## src/rtl/step_ctrl_pkg.sv

```systemverilog
// Shared definitions for the press/step controller.
//   state_t      : FSM state encoding (2 bits, all four codes named)
//   MAX_PEND_DEF : default depth of the press queue
//   TMO_CYC_DEF  : default number of WAIT cycles before a step is aborted
//   PEND_W/TMR_W : widths of the queue counter and the WAIT timer
package step_ctrl_pkg;

    localparam int MAX_PEND_DEF = 7;
    localparam int TMO_CYC_DEF  = 16;
    localparam int PEND_W       = 4;
    localparam int TMR_W        = 8;

    typedef enum logic [1:0] {
        ST_IDLE  = 2'd0,
        ST_ISSUE = 2'd1,
        ST_WAIT  = 2'd2,
        ST_ABORT = 2'd3
    } state_t;

endpackage

```

## src/rtl/pend_counter.sv

```systemverilog
// Saturating count of queued presses.
//   Clock, Reset : clock, async active-high reset
//   clear        : synchronous flush of count and ovf (highest priority)
//   inc          : a press arrived this cycle
//   dec          : a step is being issued this cycle
//   count        : registered queue depth, 0..MAX_PEND
//   ovf          : sticky, a press was dropped on a full queue
module pend_counter
    import step_ctrl_pkg::*;
#(
    parameter int MAX_PEND = MAX_PEND_DEF
) (
    input  logic              Clock,
    input  logic              Reset,
    input  logic              clear,
    input  logic              inc,
    input  logic              dec,
    output logic [PEND_W-1:0] count,
    output logic              ovf
);

    localparam logic [PEND_W-1:0] MAXV = PEND_W'(MAX_PEND);

    always_ff @(posedge Clock or posedge Reset) begin
        if (Reset) begin
            count <= '0;
            ovf   <= 1'b0;
        end else if (clear) begin
            count <= '0;
            ovf   <= 1'b0;
        end else if (inc && dec) begin
            // press and issue cancel; nothing is dropped even when full
            count <= count;
        end else if (inc) begin
            if (count == MAXV) ovf <= 1'b1;
            else               count <= count + 1'b1;
        end else if (dec) begin
            if (count != '0) count <= count - 1'b1;
        end
    end

endmodule

```

## src/rtl/press_step_ctrl.sv

```systemverilog
// Turns queued button presses into one-at-a-time step requests.
//   Clock, Reset : clock, async active-high reset
//   Press        : one-cycle press pulse (queued)
//   Enable       : permits starting a new step from IDLE
//   Clear        : synchronous flush of queue, Overflow, FSM and timer
//   Done         : processor finished the outstanding step (WAIT only)
//   Step         : one-cycle step request (ISSUE state)
//   Busy         : step outstanding (WAIT state)
//   Pending      : queued press count
//   Overflow     : sticky dropped-press flag
//   Timeout      : one-cycle abort pulse (ABORT state)
module press_step_ctrl
    import step_ctrl_pkg::*;
#(
    parameter int MAX_PEND = MAX_PEND_DEF,
    parameter int TMO_CYC  = TMO_CYC_DEF
) (
    input  logic              Clock,
    input  logic              Reset,
    input  logic              Press,
    input  logic              Enable,
    input  logic              Clear,
    input  logic              Done,
    output logic              Step,
    output logic              Busy,
    output logic [PEND_W-1:0] Pending,
    output logic              Overflow,
    output logic              Timeout
);

    localparam logic [TMR_W-1:0] TMO_LAST = TMR_W'(TMO_CYC - 1);

    state_t            state, nxt;
    logic [TMR_W-1:0]  timer;

    pend_counter #(.MAX_PEND(MAX_PEND)) u_pend (
        .Clock (Clock),
        .Reset (Reset),
        .clear (Clear),
        .inc   (Press),
        .dec   (state == ST_ISSUE),
        .count (Pending),
        .ovf   (Overflow)
    );

    always_ff @(posedge Clock or posedge Reset) begin
        if (Reset) state <= ST_IDLE;
        else       state <= nxt;
    end

    always_comb begin
        nxt = state;
        case (state)
            ST_IDLE:  if (Pending != '0 && Enable) nxt = ST_ISSUE;
            ST_ISSUE: nxt = ST_WAIT;
            // Done wins over the timeout threshold in the same cycle
            ST_WAIT:  if (Done)                   nxt = ST_IDLE;
                      else if (timer == TMO_LAST) nxt = ST_ABORT;
            ST_ABORT: nxt = ST_IDLE;
            default:  nxt = ST_IDLE;
        endcase
        if (Clear) nxt = ST_IDLE;
    end

    // Timer counts WAIT cycles; it is held at zero everywhere else so each
    // WAIT entry starts from 0.
    always_ff @(posedge Clock or posedge Reset) begin
        if (Reset)                         timer <= '0;
        else if (Clear || state != ST_WAIT) timer <= '0;
        else                               timer <= timer + 1'b1;
    end

    assign Step    = (state == ST_ISSUE);
    assign Busy    = (state == ST_WAIT);
    assign Timeout = (state == ST_ABORT);

endmodule

```

## config.mk

```make
export PLATFORM = sky130hd
export DESIGN_NAME = press_step_ctrl
export DESIGN_NICKNAME = d
export VERILOG_FILES = /design/src/rtl/step_ctrl_pkg.sv /design/src/rtl/pend_counter.sv /design/src/rtl/press_step_ctrl.sv
export SDC_FILE = /design/constraint.sdc
export NUM_CORES = 1
export LEC_CHECK = 0
export BUFFER_PORTS_ARGS = -buffer_cell sky130_fd_sc_hd__buf_2
export CAP_MARGIN = 20
export CORE_UTILIZATION = 48
export DETAILED_ROUTE_END_ITERATION = 7
export PLACE_DENSITY = 0.7
export SLEW_MARGIN = 5
export SYNTH_ARGS = -nofsm -noshare
export SYNTH_HDL_FRONTEND = slang
export SYNTH_HIERARCHICAL = 1
export SYNTH_SLANG_ARGS = --single-unit
```

## constraint.sdc

```tcl
create_clock -name Clock -period 1.3 [get_ports Clock]
set_input_delay 0.195 -clock Clock [delete_from_list [all_inputs] [get_ports Clock]]
set_output_delay 0.195 -clock Clock [all_outputs]
set_load 0.02 [all_outputs]
```

# [After elaboration in Yosys (flattened, before gate mapping)]
# Index checks and enable logic that the tools add are counted.
[classes] add_sub_neg=3 n_eq_ne=10 n_mux=16 reduce_logical=12
[op_table] cell="$mux 4" n=6
[op_table] cell="$add 8x1->8 const B" n=1
[op_table] cell="$eq 8x4->1 const B" n=1
[op_table] cell="$mux 2" n=4
[op_table] cell="$mux 8" n=1
[op_table] cell="$pmux 2 s4" n=1
[op_table] cell="$ne 3x3->1 const B" n=2
[op_table] cell="$reduce_bool 3->1" n=2
[op_table] cell="$add 4x1->4 const B" n=1
[op_table] cell="$eq 2x2->1 const B" n=2
[op_table] cell="$eq 4x3->1 const B" n=1
[op_table] cell="$mux 1" n=4
[op_table] cell="$ne 2x2->1 const B" n=2
[op_table] cell="$ne 4x3->1 const B" n=1
[op_table] cell="$reduce_and 4->1" n=1
[op_table] cell="$reduce_bool 2->1" n=2
[op_table] cell="$reduce_bool 4->1" n=1
[op_table] cell="$sub 4x1->4 const B" n=1
[op_table] cell="$reduce_and 3->1" n=1
[op_table] cell="$eq 2x1->1 const B" n=1
[op_table] cell="$logic_and 1x1->1" n=2
[op_table] cell="$logic_not 2->1" n=1
[op_table] cell="$reduce_and 2->1" n=1
[op_table] cell="$logic_or 1x1->1" n=1
[totals] regBits=15 input_bits=6 output_inout_bits=8 word_cells=45

# [Logic depth before layout (Yosys ltp)]
# Gate-level depths: netlist of the first run.
[depth] depth_word=6 depth_mapped=6 mapped_depth_nobuf=6

# [Cells and area by module]
# Netlist of the first run, hierarchy kept.
[modules_own_cells] mod="press_step_ctrl" instances=1 cells_per_inst=48 area_each_um2=484.2 seq_area_each_um2=250.2
[modules_own_cells] mod="pend_counter" instances=1 cells_per_inst=44 area_each_um2=395.4 seq_area_each_um2=125.1

# [Worst setup path before layout of the first run]
# OpenSTA, ideal clock, no wires.
[synth_timing] kind="flip-flop to flip-flop" startpoint="register state[1]" endpoint="register u_pend.count[2]" setup_ps=95 arrival_time_ps=1500 required_ps=1205 setup_slack_ps=-296 stages_incl_launch_ff=6 path_buffers=0 period_less_slack_ps=1596 cell_sequence="dfrtp_1 > nor2b_1 > nand2b_1 > nand2_1 > a211o_1 > o31ai_1"
[synth_between] elab_chain_cells=4 elab_cells_between_ends=5 cone_classes="eq/ne: 2; reduce/logical: 3"
[synth_lines] element="start, declared" line_no="press_step_ctrl.sv:33" source="state_t state, nxt;"
[synth_lines] element="start signal, assigned" line_no="press_step_ctrl.sv:48" source="else state <= nxt;"
[synth_lines] element="$eq 2x1->1 *"
[synth_lines] element="net Step" line_no="press_step_ctrl.sv:24" source="output logic Step,"
[synth_lines] element="$logic_and 1x1->1" line_no="pend_counter.sv:31" source="end else if (inc && dec) begin"
[synth_lines] element="$ne 2x2->1 (no line)"
[synth_lines] element="$reduce_and 4->1 (no line) *"
[synth_lines] element="end signal, assigned" line_no="pend_counter.sv:33" source="count <= count;"
[synth_lines] element="end signal, assigned" line_no="pend_counter.sv:36" source="else count <= count + 1'b1;"
[synth_lines] element="end signal, assigned" line_no="pend_counter.sv:38" source="if (count != '0) count <= count - 1'b1;"
[synth_lines] element="end, declared" line_no="pend_counter.sv:18" source="output logic [PEND_W-1:0] count,"
# The timed path passes the listed nets; every way through them passes the cells marked *.
# A chain may end at the register's enable or synchronous reset.

# [Worst setup path after layout of the first run]
[layout_timing] startpoint="register u_pend.count[1]" endpoint="register u_pend.count[3]"
[layout_between] elab_chain_cells=6 elab_cells_between_ends=13 cone_classes="add/sub: 2; eq/ne: 2; mux: 6; reduce/logical: 3"
[layout_lines] element="$sub 4x1->4" line_no="pend_counter.sv:38"
[layout_lines] element="$mux 4" line_no="pend_counter.sv:38"
[layout_lines] element="$mux 4" line_no="pend_counter.sv:37" source="end else if (dec) begin"
[layout_lines] element="$mux 4" line_no="pend_counter.sv:34" source="end else if (inc) begin"
[layout_lines] element="$mux 4" line_no="pend_counter.sv:31"
[layout_lines] element="$mux 4" line_no="pend_counter.sv:28" source="end else if (clear) begin"
# Several ways; a longest one is shown, not always the timed one. The select of a mux whose other input is x is not followed.

==> results of run 1 <==
[metal layers]
metal / track usage, % / up-vias
met5: 0 / -
met4: 6.67 / 0
met3: 6.00 / 10
li1: - / 424
met2: 39.7 / 59
met1: 35.7 / 473
[registers in the layout (all words and copies together) (netlist names)]
| register | flops |
|---|---|
| state | 2 |
| timer | 8 |
| u_pend/count | 4 |
| u_pend/ovf | 1 |
[layout make-up]
type                    instances  area (um^2)  area share, %
flip-flops and latches         15          380           27.0
multi-input cells              65          581           41.2
inverters                      10         37.5           2.66
clock buffers                   3         22.5           1.60
clock inverters                 1         5.00          0.355
well taps                      25         31.3           2.22
repair buffers                 46          352           25.0
[worst register-to-register path, delay by kind of cell, from the launching register on]
family / cells / cell delay [ns]
compound gates: 2 / 0.24
flops: 1 / 0.49
simple gates: 2 / 0.71
[worst min path at each step]
stage                from                           to  slack [ns]  cells after the start
floorplan           Reset  u_pend/count[3]$_DFFE_PP0P_       -0.03                      1
global route         Done         state[0]$_DFFE_PP0P_        0.11                      2
CTS                  Done         state[0]$_DFFE_PP0P_        0.09                      2
global placement    Reset       u_pend/ovf$_DFFE_PP0P_        0.12                      2
finish               Done         state[0]$_DFFE_PP0P_        0.11                      2
detailed placement  Reset       u_pend/ovf$_DFFE_PP0P_        0.13                      2
[layout by cell type (no fill, tap or decap), types with 2 or more instances in the layout]
cell type	n
dfrtp_2	4
o21ai_0	3
xnor2_1	2
buf_2	9
nand2b_1	2
o21ai_2	2
clkbuf_4	3
xor2_1	2
nor2b_4	2
inv_2	3
buf_4	29
a21oi_1	4
dfrtp_1	11
nand3_2	2
ha_4	2
nor2b_1	2
nand3_1	3
buf_6	7
nand2_1	2
a21oi_2	4
o41ai_2	3
inv_1	7
nor2_1	7
or3_1	3
[logic make-up after synthesis]
family	after synthesis	synth area share, %
compound gates	21	17.2
xor+xnor	4	3.98
flops	15	42.7
simple gates	36	24.5
fa+ha+maj	4	6.54
buf+inv	12	5.12
[power by group]
| part | leakage (nW) | switching [mW] | internal, mW | total [mW] |
|---|---|---|---|---|
| clock network | 0.0177 | 0.169 | 0.115 | 0.284 |
| registers | 0.201 | 0.0796 | 0.510 | 0.590 |
| logic | 0.413 | 0.369 | 0.373 | 0.743 |
| total | 0.632 | 0.618 | 0.998 | 1.62 |
[repair_timing]
action	in CTS	in global routing
hold buffers	1	0
setup buffers	8	3
hold endpoints to repair	15	0
setup endpoints to repair	10	12
resized for setup	12	20
pin swaps	3	12
==> metrics.txt, run 1 <==
Final Cycle Share=118%; horizontal die dimension=about 45 um; num rows=15; worst hold path class=input pin to flip-flop; Placement Cell Area=1160 um^2; most frequent cell after synthesis=dfrtp_1; Most used DFF post-synth=dfrtp_1; drt wl/cell=18.8 um; cell taking the most area after synthesis=dfrtp_1; crit path from=u_pend/count[1]$_DFFE_PP0P_; Hold WS=between 0.1 and 0.15 ns; reg2reg end=u_pend/count[3]$_DFFE_PP0P_; DP HPWL=1.56 mm; Stages on worst setup path=4; final hold violation count=0; largest net degree at the start of global routing=11; Post-synth ARST share=100%; total power=1.62 mW; outcome=finished, violations left; root buffer cell=clkbuf_4; Worst Skew=slightly below 0.007 ns; R2R Setup Slk=-0.23 ns; Routed WL=3.10 mm; Die Footprint=2010 um^2; Worst path slowest cell=dfrtp_2; first-pass GRT wire length=3.65 mm; Critical Path AT=about 1.7 ns; ANT nets after route=0; Non-Filler Instances=around 170; global route overflow=0; vias per cell=~5.9; crit path kind=flip-flop to flip-flop; critical path's top delay family=simple AND/OR/NAND/NOR gates; PortBufs=13; Syn. warnings=6; Iteration-0 DRC Markers=33; Worst-path clk slew=approximately 0.1 ns; worst setup margin=-0.228 ns; Die Y=between 40 and 50 um; Area Growth Syn to Fin=60.2%; Slew headroom=66.8%; Seq/Total Area, Yosys=42.7%; RSZ-0062 raised after global routing=true; CORE AREA=1730 um^2; Layout Nets=~150; fmax=654 MHz; Least-Margin Pin Slew=between 0.4 and 0.5 ns; Fill cells=about 110; violated checks=negative setup slack; Required @ worst endpoint=about 1.5 ns; CP Capture Type=flip-flop; Synth area leaders=dfrtp_1, a21oi_1, ha_1; Top Ports=14; Post-Syn Nets=102; layout cells sized above 1=approximately 58%; wire length on met3=approximately 200 um; Final Max Slew Viols=0; initial antenna violation count=0; final antenna diode count=0; Post-Place Cells=149; final instance area=~1400 um^2; CP Launch Type=flip-flop; VDD IR max=0.737 mV; peak per-stage delay on the critical path=roughly 0.49 ns; GP Congestion=0.832; Clock Latency Late Sink=0.30 ns; Power Density=between 1000 and 1500 nW/um^2; Max Buffers Root-to-Sink=2; Syn Inst Count=roughly 90; Final setup violation count=8; #FFs+latches synth=15; mapped cell area=880 um^2; Sink Count=15; # H-tree levels=1; dpl ws=-0.0662 ns; post-synth cell types=34; Reg-to-Reg Start=u_pend/count[1]$_DFFE_PP0P_; # DRC=0; critical path peak fanout=6; Post-synth EDFFs=0; post-synth top area share=42.7%; top cells by count, synth=dfrtp_1, inv_1, a21oi_1; setup TNS=-0.733 ns; final core utilization=81.6%; 1st-pass router iterations=4; Detail Route met2 WL=1.56 mm; worst r2r path cells=4; GRT Util Overall=25.4%; WP buf/inv=0; Mapped Avg Cell Area=roughly 9.6 um^2; max layer used=met4; Worst Setup EP=u_pend/count[3]$_DFFE_PP0P_; max_cap viols=0; Starting Density=roughly half; vias=966; Final min period=1.53 ns; crit-path cells=and4_1, nor4_1, o21ai_2, o41ai_2; CTS tree=yes; leak pwr=approximately 0.63 nW; vias in the first global route=800; DRT met1 WL=approximately 1.3 mm; Num CTS Buffers=3
No activity file was read; power rests on OpenSTA's default activity.
==> inputs of run 2 (changes only) <==
--- a/config.mk
+++ b/config.mk
@@ -7,7 +7,9 @@
 export LEC_CHECK = 0
 export BUFFER_PORTS_ARGS = -buffer_cell sky130_fd_sc_hd__buf_2
 export CAP_MARGIN = 20
-export CORE_UTILIZATION = 48
+export CELL_PAD_IN_SITES_DETAIL_PLACEMENT = 0
+export CELL_PAD_IN_SITES_GLOBAL_PLACEMENT = 1
+export CORE_UTILIZATION = 37
 export DETAILED_ROUTE_END_ITERATION = 7
 export PLACE_DENSITY = 0.7
 export SLEW_MARGIN = 5
==> metrics.txt, run 2 (same netlist as run 1, synthesis figures left out) <==
total power=between 1.5 and 2 mW; Die Y=roughly 51 um; Worst-path clk slew=0.09 ns; GP Congestion=0.894; Reg-to-Reg Start=u_pend/count[0]$_DFFE_PP0P_; violated checks=negative setup slack; Fill cells=roughly 210; Clock Latency Late Sink=roughly 0.28 ns; CORE AREA=around 2200 um^2; Final min period=1.40 ns; outcome=finished, violations left; Layout Nets=141; Final Max Slew Viols=0; Hold Crit Start=Done; Largest Register=timer; peak per-stage delay on the critical path=between 0.4 and 0.5 ns; Final Cycle Share=108%; Max Buffers Root-to-Sink=2; DP HPWL=1.55 mm; 1st-pass router iterations=4; Top Ports=14; final antenna diode count=0; Slew headroom=68.3%; vias in the first global route=just under 800; horizontal die dimension=50.8 um; Sink Count=15; worst hold path class=input pin to flip-flop; Num CTS Buffers=3; ANT nets after route=0; CP Capture Type=flip-flop; layout cells sized above 1=55.4%; # DRC=0; CP Launch Type=flip-flop; hold depth=2; final hold violation count=0; Required @ worst endpoint=1.52 ns; GRT Util Overall=18.5%; vias=851; RSZ-0062 raised after global routing=true; WHS Endpoint=state[0]$_DFFE_PP0P_; Routed WL=roughly 2.2 mm; Final setup violation count=6; Area Growth Syn to Fin=54.5%; CTS tree=yes; # H-tree levels=1; initial antenna violation count=0; drt wl/cell=~14 um; max FFs per register=8; leak pwr=0.594 nW; PortBufs=13; R2R Setup Slk=-0.1 ns; max_cap viols=0; Die Footprint=about 2600 um^2; WP buf/inv=1; Worst Skew=0.00218 ns; worst r2r path cells=4; global route overflow=0; vias per cell=5.39; Power Density=1160 nW/um^2; commonest cells after routing, fill and taps aside=buf_4, dfrtp_1, buf_2; VDD IR max=about 0.86 mV; critical path's top delay family=flip-flops; fmax=715 MHz; dpl ws=-0.0842 ns; Worst path slowest cell=dfrtp_2; num rows=17; Starting Density=39.4%; reg2reg end=u_pend/count[1]$_DFFE_PP0P_; crit path kind=flip-flop to flip-flop; first-pass GRT wire length=3.53 mm; critical path peak fanout=5; worst setup margin=-0.0993 ns; crit-path cells=inv_2, fa_2, nand3b_1, a21oi_2; largest net degree at the start of global routing=13; Critical Path AT=1.62 ns; Hold WS=0.118 ns; root buffer cell=clkbuf_4; Least-Margin Pin Slew=0.469 ns; biggest regs=timer x8, u_pend/count x4, state x2; commonest non-fill, non-tap cell in the layout=buf_4; Iteration-0 DRC Markers=9
## run 2: cell count changes in the layout (fill, tap and decap cells not counted), sizes merged
cell,previous run,this run
buf,45,35
clkbuf,3,4
clkinv,1,0
## run 2: how the worst max path moves through the flow
stage                                   to  depth (start not counted)                   startpoint
6_report       u_pend/count[1]$_DFFE_PP0P_                          4  u_pend/count[0]$_DFFE_PP0P_
5_1_grt        u_pend/count[1]$_DFFE_PP0P_                          4  u_pend/count[1]$_DFFE_PP0P_
4_1_cts        u_pend/count[1]$_DFFE_PP0P_                          4  u_pend/count[0]$_DFFE_PP0P_
3_5_place_dp   u_pend/count[3]$_DFFE_PP0P_                          6                        Press
3_3_place_gp   u_pend/count[2]$_DFFE_PP0P_                          4  u_pend/count[0]$_DFFE_PP0P_
2_1_floorplan  u_pend/count[2]$_DFFE_PP0P_                          4  u_pend/count[0]$_DFFE_PP0P_
## run 2: area by class of cell
class,count,area (um^2),area share (%)
timing repair buffer,36,280,20.6
multi-input combinational,65,599,44.1
sequential,15,380,28.0
clock buffer,4,26.3,1.93
tap,28,35.0,2.58
inverter,10,37.5,2.76
## run 2: where the power goes
part	total (mW)	switching [mW]	internal, mW	leakage, nW
logic	0.722	0.349	0.373	0.378
registers	0.583	0.0733	0.510	0.201
clock network	0.270	0.150	0.119	0.0150
## run 2: timing repair
item                       in CTS  in global routing
hold endpoints to repair       15                  0
hold buffers                    1                  0
buffers inserted                5                  1
setup endpoints to repair       7                 10
pin swaps                       4                  3
resized for setup              20                 17
## run 2: stage by stage
step	util, %	area (um^2)	TNS [ns]	cells
finish	60.8	1360	-0.274	158
global route	60.8	1360	-0.551	158
CTS	57.6	1290	-0.192	157
detailed placement	50.6	1130	-0.156	148
global placement	50.6	1130	-0.0827	148
floorplan	-	910	-0.131	92
## run 2: routing by layer
metal	vias to the layer above	share of wire, %	global-route usage [%]	wire length (um)
met3	4	4.0	4.55	89
li1	403	-	-	-
met4	0	0.31	1.39	7
met2	22	47	30.4	1060
met5	-	0	0	0
met1	422	48	25.6	1070
## run 2: worst register-to-register path: stages (launching register included)
cell and delay [ns]:
dfrtp_2 0.47, inv_2 0.09, fa_2 0.44, nand3b_1 0.20, a21oi_2 0.13
